File: src/rtl/arbitro_eventos.sv
// arbitro_eventos: turns rising edges on five debounced sources into pending
// requests and hands them one at a time to the pet FSM over valid/ready.
// The test source has fixed priority; the other four share a round-robin ring
// (0 -> 1 -> 3 -> 4 -> 0). A cool-down separates consecutive grants.
//
//   state  | meaning
//   IDLE   | waiting for a pending request; picks the winner when one exists
//   GRANT  | event presented, holding evt_valid/evt_id until evt_ready
//   ESPERA | cool-down after an accepted event, counting down to zero
module arbitro_eventos #(
    parameter int unsigned COOLDOWN = 50000
) (
    input  logic       clk,
    input  logic       reset,
    input  logic       energia,
    input  logic       medicina,
    input  logic       test,
    input  logic       fotocelda,
    input  logic       ultrasonido,
    input  logic       modo_test,
    input  logic       evt_ready,
    output logic       evt_valid,
    output logic [2:0] evt_id,
    output logic [4:0] pendiente,
    output logic       perdido,
    output logic       ocupado
);

    localparam int CW = (COOLDOWN > 0) ? $clog2(COOLDOWN + 1) : 1;

    localparam logic [1:0] S_IDLE   = 2'd0;
    localparam logic [1:0] S_GRANT  = 2'd1;
    localparam logic [1:0] S_ESPERA = 2'd2;

    logic [1:0]    r_state;
    logic [CW-1:0] r_cnt;
    logic [1:0]    r_rr_ptr;
    logic [4:0]    r_prev;
    logic [4:0]    r_pend;
    logic          r_perdido;
    logic          r_valid;
    logic [2:0]    r_id;

    logic [4:0]    w_in;
    logic [4:0]    w_edge;
    logic [3:0]    w_rr_req;
    logic          w_rr_found;
    logic [1:0]    w_rr_pos;
    logic [1:0]    w_pos;
    logic          w_grant;
    logic [2:0]    w_grant_id;
    logic [4:0]    w_clr;
    logic [4:0]    w_pend_nxt;
    logic          w_lost;

    assign w_in   = {ultrasonido, fotocelda, test, medicina, energia};
    // Sensor edges are masked in test mode; bits already pending are left alone.
    assign w_edge = w_in & ~r_prev & {~modo_test, ~modo_test, 3'b111};

    // Round-robin request vector indexed by ring position, not by source id.
    assign w_rr_req = {r_pend[4], r_pend[3], r_pend[1], r_pend[0]};

    // Find the first pending ring position starting from the pointer.
    always_comb begin
        w_rr_found = 1'b0;
        w_rr_pos   = r_rr_ptr;
        w_pos      = r_rr_ptr;
        for (int k = 0; k < 4; k++) begin
            w_pos = r_rr_ptr + 2'(k);
            if (!w_rr_found && w_rr_req[w_pos]) begin
                w_rr_found = 1'b1;
                w_rr_pos   = w_pos;
            end
        end
    end

    // Winner: test first, otherwise map the ring position back to a source id.
    always_comb begin
        w_grant    = (r_state == S_IDLE) && (r_pend != 5'b0);
        w_grant_id = 3'd0;
        if (r_pend[2]) begin
            w_grant_id = 3'd2;
        end else begin
            case (w_rr_pos)
                2'd0:    w_grant_id = 3'd0;
                2'd1:    w_grant_id = 3'd1;
                2'd2:    w_grant_id = 3'd3;
                default: w_grant_id = 3'd4;
            endcase
        end
        w_clr      = w_grant ? (5'b00001 << w_grant_id) : 5'b00000;
        // A fresh edge beats the clear of the same bit.
        w_pend_nxt = w_edge | (r_pend & ~w_clr);
        w_lost     = |(w_edge & r_pend & ~w_clr);
    end

    // Input history, pending flags and sticky overflow flag.
    always_ff @(posedge clk) begin
        if (!reset) begin
            r_prev    <= w_in;
            r_pend    <= 5'b0;
            r_perdido <= 1'b0;
        end else begin
            r_prev    <= w_in;
            r_pend    <= w_pend_nxt;
            r_perdido <= r_perdido | w_lost;
        end
    end

    // Grant sequencing, round-robin pointer and cool-down timer.
    always_ff @(posedge clk) begin
        if (!reset) begin
            r_state  <= S_IDLE;
            r_cnt    <= '0;
            r_rr_ptr <= 2'd0;
            r_valid  <= 1'b0;
            r_id     <= 3'd0;
        end else begin
            case (r_state)
                S_IDLE: begin
                    if (w_grant) begin
                        r_valid <= 1'b1;
                        r_id    <= w_grant_id;
                        r_state <= S_GRANT;
                        if (!r_pend[2]) begin
                            r_rr_ptr <= w_rr_pos + 2'd1;
                        end
                    end
                end
                S_GRANT: begin
                    if (evt_ready) begin
                        r_valid <= 1'b0;
                        if (COOLDOWN == 0) begin
                            r_state <= S_IDLE;
                        end else begin
                            r_cnt   <= CW'(COOLDOWN - 1);
                            r_state <= S_ESPERA;
                        end
                    end
                end
                S_ESPERA: begin
                    if (r_cnt == '0) begin
                        r_state <= S_IDLE;
                    end else begin
                        r_cnt <= r_cnt - CW'(1);
                    end
                end
                default: begin
                    r_state <= S_IDLE;
                    r_valid <= 1'b0;
                end
            endcase
        end
    end

    assign evt_valid = r_valid;
    assign evt_id    = r_id;
    assign pendiente = r_pend;
    assign perdido   = r_perdido;
    assign ocupado   = (r_state != S_IDLE);

endmodule

File: config.mk
export PLATFORM = sky130hd
export DESIGN_NAME = arbitro_eventos
export DESIGN_NICKNAME = d
export VERILOG_FILES = /design/src/rtl/arbitro_eventos.sv
export SDC_FILE = /design/constraint.sdc
export NUM_CORES = 1
export LEC_CHECK = 0
export ABC_CLOCK_PERIOD_IN_PS = 2860
export BUFFER_PORTS_ARGS = -buffer_cell sky130_fd_sc_hd__buf_2
export CAP_MARGIN = 0
export CORE_MARGIN = 1
export CORE_UTILIZATION = 35
export CTS_CLUSTER_SIZE = 28
export DETAILED_ROUTE_END_ITERATION = 10
export PLACE_DENSITY_LB_ADDON = 0.25
export SLEW_MARGIN = 20
export SYNTH_ARGS = -nofsm -noshare
export SYNTH_HDL_FRONTEND = slang
export SYNTH_SLANG_ARGS = --single-unit
File: constraint.sdc
create_clock -name clk -period 2.86 [get_ports clk]
set_input_delay 0.572 -clock clk [delete_from_list [all_inputs] [get_ports clk]]
set_output_delay 0.572 -clock clk [all_outputs]
set_load 0.01 [all_outputs]
==> results of run 1 <==
power by group:
group / switching [uW] / internal (uW)
sequential: 69.5 / 546
combinational: 249 / 178
clock: 191 / 348
total: 509 / 1070
metrics by stage:
stage          power [uW]  instance area (um2)  instances  util, %  setup WS (ns)
2_1_floorplan       948.2                 1767        201        -         0.7640
3_3_place_gp         1052                 1913        279    39.97         0.6686
3_5_place_dp         1053                 1913        279    39.97         0.5701
4_1_cts              1601                 2049        287    42.82         0.5502
5_1_grt              1687                 2049        287    42.82         0.4112
6_report             1580                 2049        287    42.82         0.5358
synthesized netlist by cell type, types with 2 or more instances:
master and n:
nor4_2 2, dfxtp_1 35, a211oi_1 7, nor2_1 15
or3_1 3, nand2_1 11, a31oi_1 7, inv_1 8
o41ai_1 2, nand4_1 5, mux2i_1 3, nand4b_1 4
nor3b_1 2, o311a_1 2, clkbuf_1 5, a22oi_1 3
buf_2 2, or4_1 6, nand3b_1 4, o31ai_1 2
nor3_1 7, a21boi_0 3, a21oi_1 9, and4_1 2
nand3_1 6, or3_2 2, nand2b_1 9, ha_1 3
o21ai_0 10
how the worst min path moves through the flow:
stage / from / to / cells after the start
floorplan: r_cnt[12] / r_cnt[12] / 2
global route: test / r_prev[2] / 1
CTS: test / r_prev[2] / 1
finish: test / r_prev[2] / 1
global placement: evt_valid / evt_valid / 2
detailed placement: evt_valid / evt_valid / 2
cell type report:
class	instances	share of cell area (%)
Inverter	8	1.465
Sequential cell	35	34.19
Timing Repair Buffer	19	4.640
Multi-Input combinational cell	150	48.96
Clock inverter	3	3.297
Clock buffer	5	3.358
Tap cell	67	4.090
cell families after synthesis:
family | synth area share [%]
adders and majority gates | 2.125
muxes | 1.700
AOI/OAI and AO/OA | 21.32
buffers and inverters | 3.541
DFF | 39.66
and+or+nand+nor | 31.66
flip-flops by register name, indices dropped and copies added, names as in the netlist:
signal and count:
r_cnt 16, pendiente 5, r_prev 5, evt_id 3
r_rr_ptr 2, r_state 2, evt_valid 1, perdido 1
worst reg2reg max path, stage by stage (launching register included):
cell,delay [ns]
dfxtp_1,0.43
nand2b_1,0.13
a21oi_1,0.06
a211oi_1,0.38
ha_1,0.36
nor3_1,0.32
o22ai_1,0.14
a211oi_1,0.25
a31oi_1,0.10
placed cells by master, fill, tap and decap left out, drive strengths merged, types with 3 or more instances in the layout:
cell	Yosys	routed
a211oi	8	8
a21boi	4	4
a21oi	9	9
a22oi	3	3
a31oi	7	7
and4	3	3
buf	3	19
clkbuf	5	5
dfxtp	35	35
ha	3	3
inv	8	8
mux2i	3	3
nand2	11	11
nand2b	9	9
nand3	6	6
nand3b	4	4
nand4	5	5
nand4b	4	4
nor2	16	16
nor3	8	8
nor4	3	3
o21ai	11	11
or3	5	5
or4	7	7
per-layer routing:
| metal | routed length [um] | GRT usage (%) | vias up | share of wire [%] |
|---|---|---|---|---|
| li1 | - | - | 805 | - |
| met1 | 1870 | 19.37 | 724 | 48 |
| met2 | 1857 | 26.85 | 18 | 48 |
| met3 | 104 | 3.729 | 5 | 2.7 |
| met4 | 68 | 8.497 | 0 | 1.7 |
| met5 | 0 | 0 | - | 0 |
==> impl_metrics.tcl, run 1 <==
set metrics [dict create \
    wirelength_um 3900 \
    seq_area_um2 700.7 \
    synth.area.top_cells "dfxtp_1 (40%), nand2b_1 (3.2%), nor2_1 (3.2%)" \
    ys_warn_count 0 \
    grt_first_pass_wirelength_um 6548 \
    slowest_stage "dfxtp_1" \
    rows 25 \
    status "completed" \
    crit_start "pendiente[1]" \
    slew_headroom_pct 46.22 \
    viasPerCell 5.408 \
    fin_nets 231 \
    critical_path_class "reg2reg" \
    worstHoldPathType "in2reg" \
    diodes 0 \
    drive_gt1_share_pct 17.73 \
    cts-root-buf "clkbuf_8" \
    yosysTopAreaCell "dfxtp_1" \
    postCtsSetupRepairBufs 0 \
    hpwl_um 2788 \
    die-width_um 73.05 \
    ys_ff_latch 35 \
    cap_violations 0 \
    crit_top_cell "a211oi_1" \
    r2r-start "pendiente[1]" \
    num_vias 1552 \
    grt.overflow.total 0 \
    areaGrowthSynthToFinish_pct 16.01 \
    netlist_instances 201 \
    antenna_found_initial 0 \
    avgSynthCellArea_um2 8.790 \
    die_h_um 73.05 \
    crit_end "perdido" \
    multi_input_area_um2 1003 \
    first_global_vias 1442 \
    rrSetupSlack_ns 0.54 \
    dieArea_um2 5336 \
    async_flop_share_pct 0 \
    synth.yosys.seq_area_share_pct 39.66 \
    reg2reg_to "perdido" \
    start_util_pct 36.92 \
    synth-edff-count 0 \
    critical-path-top-delay-family "compound AO/OA/AOI/OAI gates" \
    synthDominantCellAreaShare_pct 39.66 \
    ir_worst_vdd_uv 303.2 \
    clkTransAtPathRegs_ns 0.08 \
    cp-end-kind "flop" \
    startpoint_type "flop" \
    synth_fp_nets 213 \
    core_area_um2 4786 \
    wire_per_inst_um 13.59 \
    finalCriticalPeriod_ns 2.324 \
    grt_use_total_pct 16.18 \
    drv_slew 0 \
    cts_max_level 2 \
    drc 0 \
    critPathArrivalTime_ns 2.47 \
    numCtsBuffers 5 \
    drt_iter0_drc 93 \
    cpPeakStageDelay_ns 0.43 \
    cts_tree "yes" \
    cts_num_sinks 35 \
    clockBufferDepth 2 \
    finalSetupTns_ns 0 \
    ant_nets 0 \
    reg2reg_depth 8 \
    min_period_over_period_pct 81.27 \
    path_buf_inv 0 \
    fin_hold_ws_ns 0.3937 \
    hold_buffers 0 \
    cp_num_cells 8 \
    fillers 483 \
    synth-main-ff-cell "dfxtp_1" \
    post_cts_resized 0 \
    drt_pre_antenna_iters 4 \
    grt_max_degree 25 \
    port-buffer-count 19 \
    fin_worst_skew_ns 0.007628 \
    worstMarginPinSlew_ns 0.8058 \
    p_leak_uw 0.0007781 \
    rsz0062_at_grt "no" \
    syn_area_um2 1767 \
    pin_count 20 \
    crit_required_ns 3.01 \
    gp_congestion 0.8418 \
    cp_cell_sequence "nand2b_1, a21oi_1, a211oi_1, ha_1, nor3_1, o22ai_1, a211oi_1, a31oi_1" \
    fmax_mhz 430.3 \
    power_density_nw_per_um2 771.0 \
    insertion_delay_ns 0.29 \
    finalSetupViolCount 0 \
    cp_max_fo 7 \
    synth_cell_types 51 \
    hold_viol_final 0 \
]
(Power assumes the default switching activity.)
==> run 2: changes to the inputs <==
--- a/config.mk
+++ b/config.mk
@@ -5,7 +5,7 @@
 export SDC_FILE = /design/constraint.sdc
 export NUM_CORES = 1
 export LEC_CHECK = 0
-export ABC_CLOCK_PERIOD_IN_PS = 2860
+export ABC_CLOCK_PERIOD_IN_PS = 2000
 export BUFFER_PORTS_ARGS = -buffer_cell sky130_fd_sc_hd__buf_2
 export CAP_MARGIN = 0
 export CORE_MARGIN = 1
==> constraint.sdc (replaced) <==
create_clock -name clk -period 2 [get_ports clk]
set_input_delay 0.4 -clock clk [delete_from_list [all_inputs] [get_ports clk]]
set_output_delay 0.4 -clock clk [all_outputs]
set_load 0.01 [all_outputs]
==> run 2 against run 1 <==
- maximum frequency grew 17%
- register-to-register slack worse by 0.51 ns
- non-clock buffer count rose by 16
- utilization is 3.0 points higher
- combinational power grew 90%
- via count rose by 7.1%
- sequential power is 43% higher
- clock power down 9.3%
- worst hold slack worse by 0.16 ns
- power is 38% higher
- sequential cell count stayed put
- wire length grew 9.2%
- largest cell class unchanged
- largest power group unchanged
==> impl_metrics.tcl, run 2 (synthesis results as in run 1) <==
set metrics [dict create \
    worstHoldStart "test" \
    hpwl_um 3073 \
    finalSetupViolCount 0 \
    critPathArrivalTime_ns 2.15 \
    worstHoldPathType "in2reg" \
    clockBufferDepth 2 \
    cp-end-kind "flop" \
    drc 0 \
    die_h_um 73.05 \
    gp_congestion 0.7937 \
    min_period_over_period_pct 98.91 \
    ant_nets 0 \
    regMostFlops "r_cnt" \
    grt_max_degree 15 \
    numCtsBuffers 5 \
    areaGrowthSynthToFinish_pct 24.08 \
    fin_worst_skew_ns 0.003177 \
    status "completed" \
    drive_gt1_share_pct 26.69 \
    wire_per_inst_um 14.05 \
    drt_iter0_drc 97 \
    cts-root-buf "clkbuf_8" \
    cts_max_level 2 \
    min_to "r_prev[2]" \
    clkTransAtPathRegs_ns 0.07 \
    r2r-start "r_rr_ptr[0]" \
    hold_buffers 0 \
    power_density_nw_per_um2 994.6 \
    drt_pre_antenna_iters 4 \
    worstMarginPinSlew_ns 0.5309 \
    rows 25 \
    final_cell_mix "dfxtp_1 (32), buf_2 (19), nor2_1 (15), buf_4 (15), nand2_1 (11)" \
    slew_headroom_pct 64.53 \
    fin_nets 247 \
    num_vias 1662 \
    p_leak_uw 0.0008473 \
    fin_hold_ws_ns 0.2315 \
    grt.overflow.total 0 \
    reg2reg_to "perdido" \
    insertion_delay_ns 0.28 \
    diodes 0 \
    antenna_found_initial 0 \
    hold_viol_final 0 \
    grt_first_pass_wirelength_um 7320 \
    rrSetupSlack_ns 0.02 \
    crit_required_ns 2.17 \
    grt_use_total_pct 18.17 \
    cap_violations 0 \
    fmax_mhz 505.5 \
    first_global_vias 1519 \
    port-buffer-count 19 \
    reg2reg_depth 9 \
    ir_worst_vdd_uv 440.6 \
    cts_tree "yes" \
    dieArea_um2 5336 \
    drv_slew 0 \
    core_area_um2 4786 \
    start_util_pct 36.92 \
    whs_path_depth 1 \
    startpoint_type "flop" \
    largest_reg_flops 16 \
    finalCriticalPeriod_ns 1.978 \
    viasPerCell 5.485 \
    critical_path_class "reg2reg" \
    layout_commonest_cell "dfxtp_1" \
    cts_num_sinks 35 \
    pin_count 20 \
    finalSetupTns_ns 0 \
    wirelength_um 4258 \
    cp_max_fo 4 \
    rsz0062_at_grt "yes" \
    die-width_um 73.05 \
]
[run 2: cell types whose count changed in the layout (fill, tap and decap cells not counted), sizes merged]
cell,delta
buf,+16
bufinv,-2
clkbuf,+2
clkinv,+1
clkinvlp,-1
[run 2: layout make-up]
cell class | count | area [um2]
inverter | 8 | 30.03
multi-input combinational | 150 | 1065
clock buffer | 7 | 76.32
timing repair buffer | 35 | 227.7
fill | 480 | 2594
clock inverter | 1 | 5.005
tap | 67 | 83.83
sequential | 35 | 704.4
[run 2: stage by stage]
stage / instances / worst slack (ns) / area [um2] / power [uW] / utilization (%)
floorplan: 201 / 0.02503 / 1777 / 1366 / -
global placement: 294 / 0.03162 / 2036 / 1601 / 42.54
detailed placement: 294 / -0.03543 / 2036 / 1609 / 42.54
CTS: 302 / 0.01087 / 2141 / 2141 / 44.73
global route: 303 / -0.1140 / 2192 / 2341 / 45.80
finish: 303 / 0.02178 / 2192 / 2180 / 45.80
[run 2: repair_timing]
item                                    in CTS  in global routing
gates resized for setup                      5                  7
buffers inserted                             0                  1
pin swaps                                    2                  4
endpoints found under the setup margin       1                 10
[run 2: worst max-delay path by stage]
stage	from	to	cells after the start
after CTS	r_rr_ptr[0]	perdido	9
after detailed placement	r_rr_ptr[1]	perdido	8
after global routing	r_rr_ptr[0]	perdido	9
after global placement	r_rr_ptr[1]	perdido	8
final	r_rr_ptr[0]	perdido	9
after floorplan	pendiente[0]	perdido	8
[run 2: where the power goes]
part / internal (uW) / leakage, uW / switching, uW
Combinational: 386 / 0.000516 / 424
Sequential: 783 / 0.000289 / 98.2
Clock: 244 / 0.0000422 / 244
Total: 1410 / 0.000847 / 767
[run 2: per-layer routing]
| layer | GRT usage [%] | vias to the layer above | routed length (um) |
|---|---|---|---|
| li1 | - | 841 | - |
| met1 | 24.07 | 782 | 2106 |
| met2 | 28.60 | 33 | 1931 |
| met3 | 4.420 | 6 | 155 |
| met4 | 6.536 | 0 | 64 |
| met5 | 0 | - | 0 |
[run 2: worst max-delay path: stages (launching register included)]
cell and delay [ns]:
dfxtp_2 0.35, nand2b_1 0.12, o21ai_0 0.10, a211oi_2 0.35, buf_12 0.15, ha_4 0.20
nor3_4 0.21, o22ai_1 0.11, a211oi_1 0.17, a31oi_1 0.09
==> run 3: changes to the inputs <==
--- a/config.mk
+++ b/config.mk
@@ -5,14 +5,15 @@
 export SDC_FILE = /design/constraint.sdc
 export NUM_CORES = 1
 export LEC_CHECK = 0
-export ABC_CLOCK_PERIOD_IN_PS = 2000
-export BUFFER_PORTS_ARGS = -buffer_cell sky130_fd_sc_hd__buf_2
+export ABC_CLOCK_PERIOD_IN_PS = 2170
+export BUFFER_PORTS_ARGS = -buffer_cell sky130_fd_sc_hd__buf_4
 export CAP_MARGIN = 0
 export CORE_MARGIN = 1
 export CORE_UTILIZATION = 35
 export CTS_CLUSTER_SIZE = 28
 export DETAILED_ROUTE_END_ITERATION = 10
 export PLACE_DENSITY_LB_ADDON = 0.25
+export REMOVE_ABC_BUFFERS = 1
 export SLEW_MARGIN = 20
 export SYNTH_ARGS = -nofsm -noshare
 export SYNTH_HDL_FRONTEND = slang
==> constraint.sdc (replaced) <==
create_clock -name clk -period 2.17 [get_ports clk]
set_input_delay 0.434 -clock clk [delete_from_list [all_inputs] [get_ports clk]]
set_output_delay 0.434 -clock clk [all_outputs]
set_load 0.01 [all_outputs]
==> run 3 against run 2 <==
- global-route usage shrank 1.6 points
- largest cell class unchanged
- maximum frequency is 5.1% lower
- clock skew is 0.0084 ns higher
==> impl_metrics.tcl, run 3 (synthesis results as in run 1) <==
set metrics [dict create \
    critical_path_class "reg2reg" \
    largest_reg_flops 16 \
    ir_worst_vdd_uv 498.5 \
    dieArea_um2 5336 \
    final_util_pct 45.44 \
    gp_congestion 0.8036 \
    power_density_nw_per_um2 931.8 \
    cts_num_sinks 35 \
    port-buffer-count 19 \
    worstMarginPinSlew_ns 0.5759 \
    core_area_um2 4786 \
    viasPerCell 5.440 \
    min_period_over_period_pct 96.04 \
    cp-end-kind "flop" \
    cts-root-buf "clkbuf_8" \
    wire_per_inst_um 13.75 \
    cp_max_fo 5 \
    drt_iter0_drc 104 \
    stdcell_area_um2 2175 \
    status "completed" \
    fin_worst_skew_ns 0.01159 \
    p_leak_uw 0.0008336 \
    fmax_mhz 479.8 \
    die_h_um 73.05 \
    diodes 0 \
    finalSetupTns_ns 0 \
    rows 25 \
    cap_violations 0 \
    reg2reg_depth 8 \
    ant_nets 0 \
    grt.overflow.total 0 \
    grt_first_pass_wirelength_um 6775 \
    seq_area_um2 703.2 \
    first_global_vias 1427 \
    worstHoldPathType "in2reg" \
    wirelength_um 4098 \
    drt_pre_antenna_iters 4 \
    drc 0 \
    place_area_um2 2036 \
    regMostFlops "r_cnt" \
    drv_slew 0 \
    multi_input_area_um2 1028 \
    numCtsBuffers 5 \
    startpoint_type "flop" \
    finalSetupViolCount 0 \
    rsz0062_at_grt "no" \
    crit_required_ns 2.33 \
    pin_count 20 \
    layout_commonest_cell "dfxtp_1" \
    num_vias 1621 \
    hpwl_um 2943 \
    slew_headroom_pct 61.52 \
    critPathArrivalTime_ns 2.25 \
    insertion_delay_ns 0.29 \
    hold_viol_final 0 \
    clkTransAtPathRegs_ns 0.08 \
    start_util_pct 36.92 \
    fin_nets 242 \
    fillers 477 \
    final_cell_mix "dfxtp_1 (33), buf_4 (30), nor2_1 (15)" \
    cts_max_level 2 \
    areaGrowthSynthToFinish_pct 23.09 \
    grt_max_degree 14 \
    cts_tree "yes" \
    antenna_found_initial 0 \
    grt_use_total_pct 16.56 \
    drive_gt1_share_pct 24.24 \
    clockBufferDepth 2 \
    die-width_um 73.05 \
    whs_path_depth 1 \
    finalCriticalPeriod_ns 2.084 \
]
-- run 3: cell types whose count changed in the layout (fill, tap and decap cells not counted), moves of 2 or more --
cell / delta
clkbuf_8: +2
ha_4: -2
buf_2: -19
buf_4: +15
clkbuf_1: -2
-- run 3: where the power goes --
group	internal, uW	switching (uW)
sequential	721	94.5
clock	289	245
combinational	320	358
-- run 3: worst paths after layout --
check	slack, ns	to	start
max	0.09	pendiente[1]	pendiente[3]
min	0.26	r_prev[2]	test
max reg2reg	0.09	pendiente[1]	pendiente[3]
min reg2reg	0.47	evt_id[2]	evt_id[2]
-- run 3: through the flow --
stage | std cells | setup slack [ns] | power [uW] | hold WS (ns)
final | 298 | 0.08595 | 2026 | 0.2565
after global routing | 298 | 0.009031 | 2161 | 0.2438
after CTS | 297 | 0.03684 | 1997 | 0.2494
after detailed placement | 289 | 0.01349 | 1462 | 0.4549
after global placement | 289 | 0.1033 | 1460 | 0.4501
after floorplan | 193 | 0.06366 | 1235 | 0.4617
-- run 3: final cells by class --
type / instances / share of cell area, %
Multi-Input combinational cell: 150 / 47.30
Timing Repair Buffer: 30 / 10.36
Inverter: 8 / 1.381
Tap cell: 67 / 3.855
Clock inverter: 1 / 0.3452
Clock buffer: 7 / 4.430
Sequential cell: 35 / 32.34
-- run 3: critical path: stages (launching register included) --
cell      delay (ns)
dfxtp_1         0.42
nor2_1          0.06
a211oi_1        0.31
a211oi_2        0.09
ha_1            0.39
buf_4           0.16
nand2_1         0.06
o41ai_1         0.34
a21oi_1         0.13
-- run 3: what timing repair did --
action	CTS	global route
pin swaps	0	2
endpoints found under the hold margin	0	0
resized for setup	1	6
buffers inserted	0	1
endpoints found under the setup margin	1	5
hold buffers	0	0
-- run 3: routing by layer --
| metal | vias to the layer above | part of all wire, % | track usage (%) |
|---|---|---|---|
| li1 | 827 | - | - |
| met1 | 769 | 51 | 23.17 |
| met2 | 21 | 45 | 24.28 |
| met3 | 4 | 2.9 | 3.867 |
| met4 | 0 | 0.83 | 6.754 |
| met5 | - | 0 | 0 |
